`config.mk`:
```
export PLATFORM = sky130hd
export DESIGN_NAME = aib_tx_arbiter
export DESIGN_NICKNAME = d
export VERILOG_FILES = /design/src/rtl/aib_tx_arbiter.sv
export SDC_FILE = /design/constraint.sdc
export NUM_CORES = 1
export LEC_CHECK = 0
export ABC_AREA = 0
export CAP_MARGIN = 20
export CORE_UTILIZATION = 40
export CTS_BUF_LIST = sky130_fd_sc_hd__clkbuf_16
export CTS_CLUSTER_SIZE = 12
export DETAILED_ROUTE_END_ITERATION = 8
export PLACE_DENSITY = 0.75
export RECOVER_POWER = 100
export SLEW_MARGIN = 30
export SYNTH_ARGS = -nofsm -noshare
export SYNTH_HDL_FRONTEND = slang
export SYNTH_SLANG_ARGS = --single-unit
```
`constraint.sdc`:
```
create_clock -name i_bus_clk -period 11.45 [get_ports i_bus_clk]
set_input_delay 2.29 -clock i_bus_clk [delete_from_list [all_inputs] [get_ports i_bus_clk]]
set_output_delay 2.29 -clock i_bus_clk [all_outputs]
set_load 0.005 [all_outputs]
```
`src/rtl/aib_tx_arbiter.sv`:
```
// ---------------------------------------------------------------------------
// aib_tx_arbiter
//
// Transmit arbiter sitting directly upstream of the AIB channel's 72-bit Tx
// datapath. Merges up to four 64-bit packet streams into one flit stream with
// packet-granular round-robin arbitration. Every flit carries the source ID,
// an end-of-packet flag and a per-source 5-bit packet sequence number. A
// 2-entry skid buffer sits between the arbiter and the Tx interface, so the
// channel-facing outputs come straight from registers.
//
// Flit layout: [71:70] source ID, [69] last, [68:64] seq, [63:0] data.
//
// Ports
//   i_bus_clk    in   1            bus clock (channel Tx bus-side clock)
//   i_rst        in   1            asynchronous active-high reset
//   c_src_en     in   NUM_SRC      per-source arbitration enable (quasi-static)
//   i_src_valid  in   NUM_SRC      per-source beat valid
//   o_src_ready  out  NUM_SRC      per-source beat ready
//   i_src_data   in   NUM_SRC x 64 per-source payload
//   i_src_last   in   NUM_SRC      last beat of a packet
//   o_tx_valid   out  1            flit valid towards the channel
//   i_tx_ready   in   1            flit ready from the channel
//   o_tx_data    out  72           flit towards the channel
//   o_busy       out  1            packet in progress or flits buffered
//
// NUM_SRC must lie in 2..4 because the ID field is two bits wide.
// ---------------------------------------------------------------------------
module aib_tx_arbiter #(
   parameter int NUM_SRC = 4
) (
   input  logic                     i_bus_clk,
   input  logic                     i_rst,
   input  logic [NUM_SRC-1:0]       c_src_en,
   input  logic [NUM_SRC-1:0]       i_src_valid,
   output logic [NUM_SRC-1:0]       o_src_ready,
   input  logic [NUM_SRC-1:0][63:0] i_src_data,
   input  logic [NUM_SRC-1:0]       i_src_last,
   output logic                     o_tx_valid,
   input  logic                     i_tx_ready,
   output logic [71:0]              o_tx_data,
   output logic                     o_busy
);

   typedef enum logic {
      IDLE   = 1'b0,
      LOCKED = 1'b1
   } state_t;

   localparam logic [1:0] LAST_ID   = 2'(NUM_SRC - 1);
   localparam logic [2:0] SRC_COUNT = 3'(NUM_SRC);

   state_t      state;
   state_t      state_next;

   logic [1:0]  owner;
   logic [1:0]  rr_ptr;
   logic [4:0]  seq [NUM_SRC];

   logic [71:0] buf_mem [2];
   logic        wr_ptr;
   logic        rd_ptr;
   logic [1:0]  count;

   logic        space;
   logic        found;
   logic [1:0]  candidate;
   logic [2:0]  scan;
   logic [1:0]  sel;
   logic        accept;
   logic        sel_last;
   logic        pop;
   logic [71:0] flit;

   // A new beat can only be taken while the skid buffer has a free slot;
   // a pop in the same cycle does not count, which keeps ready registered-ish
   // and gives the one-cycle ready gap after backpressure release.
   assign space = (count < 2'd2);
   assign pop   = (count != 2'd0) & i_tx_ready;

   // Round-robin candidate search: walk upward from rr_ptr, wrapping at
   // NUM_SRC, and take the first enabled source that is presenting a beat.
   always_comb begin
      found     = 1'b0;
      candidate = 2'd0;
      scan      = 3'd0;
      for (int i = 0; i < NUM_SRC; i++) begin
         scan = {1'b0, rr_ptr} + 3'(i);
         if (scan >= SRC_COUNT) begin
            scan = scan - SRC_COUNT;
         end
         if (!found && i_src_valid[scan[1:0]] && c_src_en[scan[1:0]]) begin
            found     = 1'b1;
            candidate = scan[1:0];
         end
      end
   end

   // While a packet is in flight the owner keeps the grant and the enables
   // are ignored, so a packet that has started always completes.
   assign sel      = (state == LOCKED) ? owner : candidate;
   assign sel_last = i_src_last[sel];
   assign accept   = i_src_valid[sel] & o_src_ready[sel];
   assign flit     = {sel, sel_last, seq[sel], i_src_data[sel]};

   // FSM state register.
   always_ff @(posedge i_bus_clk or posedge i_rst) begin
      if (i_rst) begin
         state <= IDLE;
      end else begin
         state <= state_next;
      end
   end

   // FSM next state: a single-beat packet never leaves IDLE, a multi-beat
   // packet locks on its first beat and unlocks on its last one.
   always_comb begin
      state_next = state;
      case (state)
         IDLE: begin
            if (accept && !sel_last) begin
               state_next = LOCKED;
            end
         end
         LOCKED: begin
            if (accept && sel_last) begin
               state_next = IDLE;
            end
         end
         default: begin
            state_next = IDLE;
         end
      endcase
   end

   // FSM outputs: exactly one source may see ready, and only while there is
   // buffer space. Ready is forced low while reset is held.
   always_comb begin
      o_src_ready = '0;
      if (!i_rst && space && ((state == LOCKED) || found)) begin
         o_src_ready[sel] = 1'b1;
      end
   end

   // Owner capture and round-robin pointer. The pointer only moves at packet
   // boundaries, which is what makes arbitration packet-granular.
   always_ff @(posedge i_bus_clk or posedge i_rst) begin
      if (i_rst) begin
         owner  <= 2'd0;
         rr_ptr <= 2'd0;
      end else begin
         if ((state == IDLE) && accept && !sel_last) begin
            owner <= candidate;
         end
         if (accept && sel_last) begin
            rr_ptr <= (sel == LAST_ID) ? 2'd0 : sel + 2'd1;
         end
      end
   end

   // Per-source packet sequence numbers; bumped once the last beat of a
   // packet is taken so every beat of one packet carries the same value.
   always_ff @(posedge i_bus_clk or posedge i_rst) begin
      if (i_rst) begin
         for (int k = 0; k < NUM_SRC; k++) begin
            seq[k] <= 5'd0;
         end
      end else if (accept && sel_last) begin
         seq[sel] <= seq[sel] + 5'd1;
      end
   end

   // Two-entry skid buffer in FIFO order. Reset clears the storage too so
   // the flit output reads zero and nothing from before reset can reappear.
   always_ff @(posedge i_bus_clk or posedge i_rst) begin
      if (i_rst) begin
         buf_mem[0] <= '0;
         buf_mem[1] <= '0;
         wr_ptr     <= 1'b0;
         rd_ptr     <= 1'b0;
         count      <= 2'd0;
      end else begin
         if (accept) begin
            buf_mem[wr_ptr] <= flit;
            wr_ptr          <= ~wr_ptr;
         end
         if (pop) begin
            rd_ptr <= ~rd_ptr;
         end
         case ({accept, pop})
            2'b10:   count <= count + 2'd1;
            2'b01:   count <= count - 2'd1;
            default: count <= count;
         endcase
      end
   end

   assign o_tx_valid = (count != 2'd0);
   assign o_tx_data  = buf_mem[rd_ptr];
   assign o_busy     = (state == LOCKED) | (count != 2'd0);

endmodule

```
==> reports/metrics.cfg <==
[clocking]
cts_resized=0
path_clk_slew_ns=0.06
clock_path_buffers=2
cts_made_buffers=17
clk_latency_ns=0.42
ctsHtreeMaxLevel=4
cts_tree=yes
post_cts.repair.setup_buffers=0
cts-root-buf=clkbuf_16
cts_hold_buffers=0
clkSinkCount=173

[placed_design]
place_area_um2=13400
post-dp-hpwl_mm=19.9
io_buffers=348
place_congestion=0.864

[sta]
drv_slew=438
rsz0062_at_grt=false
min_period_ns=7.83
fin_worst_skew_ns=0.0145
timing.final.crit_share_pct=68.4
relSlewSlack_pct=-171
setup_tns_ns=0
worst_slew_pin_slew_ns=4.04
fmax_ghz=0.128
fin_worst_hold_slack_ns=0.473
hold_viol=0
setup_viol=0

[yosys]
yosysTopAreaCell=dfrtp_1
synth_top_area_share_pct=44.0
synth-main-ff-cell=dfrtp_1
syn_nets=1494
synth_edf_count=0
postSynth.asyncResetShare_pct=100
syn_area_um2=9830
ys_warn_count=0
ys_seq_area_share_pct=44.0
synthCells=1217
ys_types=51
synth_area_per_cell_um2=8.08
ys_ff_latch=173
yosys-top-cells-area=dfrtp_1 (44%), nand2_1 (18%), mux2_2 (8.6%), o21ai_1 (7.1%), nand3_1 (3.5%)

[outcome]
violations=max-capacitance violations, max-slew violations
status=complete, but fails checks

[worst_setup_path]
crit_path_start_kind=input port
critical_path_arrival_ns=8.02
critPathLaunch=i_src_valid[0]
slowest_delay_ns=1.57
path_max_fanout=76
critPathKind=in2reg
end_kind=register
cpLargestDelayFamily=buffers and inverters
worst_ep_required_time_ns=11.64
slowest_stage=clkbuf_1
rrSetupSlack_ns=5.60
rr_startpoint=rr_ptr[1]$_DFFE_PP0N_
path_buf_inv=3
critical_path.cell_chain=dlygate4sd3_1, and3_1, a211o_1, o31a_2, buf_4, ha_1, and2_0, mux4_2, nand3b_1, clkbuf_1, o21ai_0

[layout]
ff_latch_area_um2=4330
nets=1784
drive_above_1_share_pct=7.83
multiInputGateArea_um2=4970
diodes=0
areaGrowthSynthToFinish_pct=41.0
final_area_um2=13900
nFillCells=2204

[route]
drt_iter0_markers=573
via_per_inst=5.00
vias=9229
drt_pass1_iterations=5
routedWlPerCell_um=15.3
drc_errors=0
drtAntennaViolNets=0
drt_wl_total_mm=28.2

[power_and_ir_drop]
p_leak_nw=6.37
worst_ir_drop_vdd_mv=0.125
totalPowerFinal_w=0.00323
cellPowerDensity_nw_per_um2=233

[grt]
grt_pass1_wl_mm=46.0
grt_overflow=0
grt_start_max_net_pins=91
grt_pass1_vias=8941
antenna_found_initial=1
grt_use_total_pct=22.6

[floorplan]
io_pins=349
die_area_um2=25200
die_h_um=159
row_count=57
initial_utilization_pct=40.7
core_um2=24200
die_width_um=159

[hold_path]
hold_path_class=reg2reg
min_from=buf_mem[44]$_DFFE_PP0P_

[flow_run]
drv_cap=7

## logic make-up (layout without fill, tap and decap cells)
group	Yosys count	after routing	synth area share, %
and+or+nand+nor	592	592	25.3
AOI/OAI and AO/OA	242	242	13.1
muxes	101	101	11.8
adders and majority gates	6	6	0.764
DFF	173	173	44.0
buffers and inverters	98	401	4.54
xor gates and xnor gates	5	5	0.446
## stage by stage
step | utilization [%] | setup slack [ns] | instances
finish | 57.3 | 3.62 | 1844
global route | 57.3 | 2.99 | 1844
CTS | 57.8 | 3.91 | 1843
detailed placement | 55.5 | 3.93 | 1811
global placement | 55.4 | 3.92 | 1810
floorplan | - | 4.47 | 1217
## layout make-up
type | instances | share of cell area (%)
Tap cell | 324 | 2.92
Clock buffer | 17 | 3.07
Multi-Input combinational cell | 946 | 35.8
Timing Repair Buffer | 358 | 25.6
Inverter | 11 | 0.361
Sequential cell | 173 | 31.2
Clock inverter | 15 | 0.993
## per-layer routing
layer  up-vias  GRT usage (%)  share of wire (%)
li1       4656              -                  -
met1      4318           29.0                 44
met2       234           39.0                 50
met3        21           4.36                4.6
met4         0           5.43                1.2
met5         -              0                  0
## registers in the layout, summed over array words and instances, names as in the netlist, named ones only
name and cells:
wr_ptr 1, owner 2, count 2, rd_ptr 1
seq 20, rr_ptr 2, buf_mem 144
## cells in the final DEF, fill, tap and decap left out, drive strengths merged, types with 3 or more instances in the layout
| master | instances |
|---|---|
| nand2 | 473 |
| clkdlybuf4s50 | 274 |
| o21ai | 206 |
| dfrtp | 173 |
| mux2 | 89 |
| dlygate4sd3 | 74 |
| nand3 | 69 |
| nor2 | 22 |
| clkbuf | 21 |
| inv | 17 |
| a21oi | 11 |
| mux2i | 10 |
| a31oi | 9 |
| and2 | 7 |
| ha | 6 |
| nand3b | 6 |
| buf | 6 |
| clkinv | 6 |
| nor3 | 5 |
| o211ai | 3 |
| or3 | 3 |
| xnor2 | 3 |
## where the power goes
part	total [W]	internal, W	switching, W	leakage (nW)
Clock	0.000554	0.000303	0.000250	0.282
Sequential	0.00104	0.000872	0.000165	2.23
Combinational	0.00164	0.000776	0.000865	3.86
Total	0.00323	0.00195	0.00128	6.37
## worst register-to-register path, stage by stage, from the launching register on
cell,delay [ns]
dfrtp_1,0.51
and3_1,0.23
a211o_1,0.34
o31a_2,0.35
buf_4,0.33
ha_1,0.32
and2_0,0.18
mux4_2,0.52
nand3b_1,0.88
clkbuf_1,1.59
o21ai_0,0.38
## synth_stat cells (all sizes together), types with 9 or more instances
cell type,count
nor2,22
mux2i,10
clkbuf,54
buf,33
a21oi,11
inv,11
nand3,69
dfrtp,173
nand2,473
a31oi,9
o21ai,206
mux2,89
## path summary, 6_finish.rpt
check / end / cells past startpoint
max: buf_mem[77]$_DFFE_PP0P_ / 11
max reg2reg: buf_mem[77]$_DFFE_PP0P_ / 10
min reg2reg: buf_mem[44]$_DFFE_PP0P_ / 2
min in group asynchronous: count[1]$_DFFE_PP0P_ / 2
max in group asynchronous: buf_mem[32]$_DFFE_PP0P_ / 3
min: buf_mem[44]$_DFFE_PP0P_ / 2
Power figures use the tool's default switching activity.
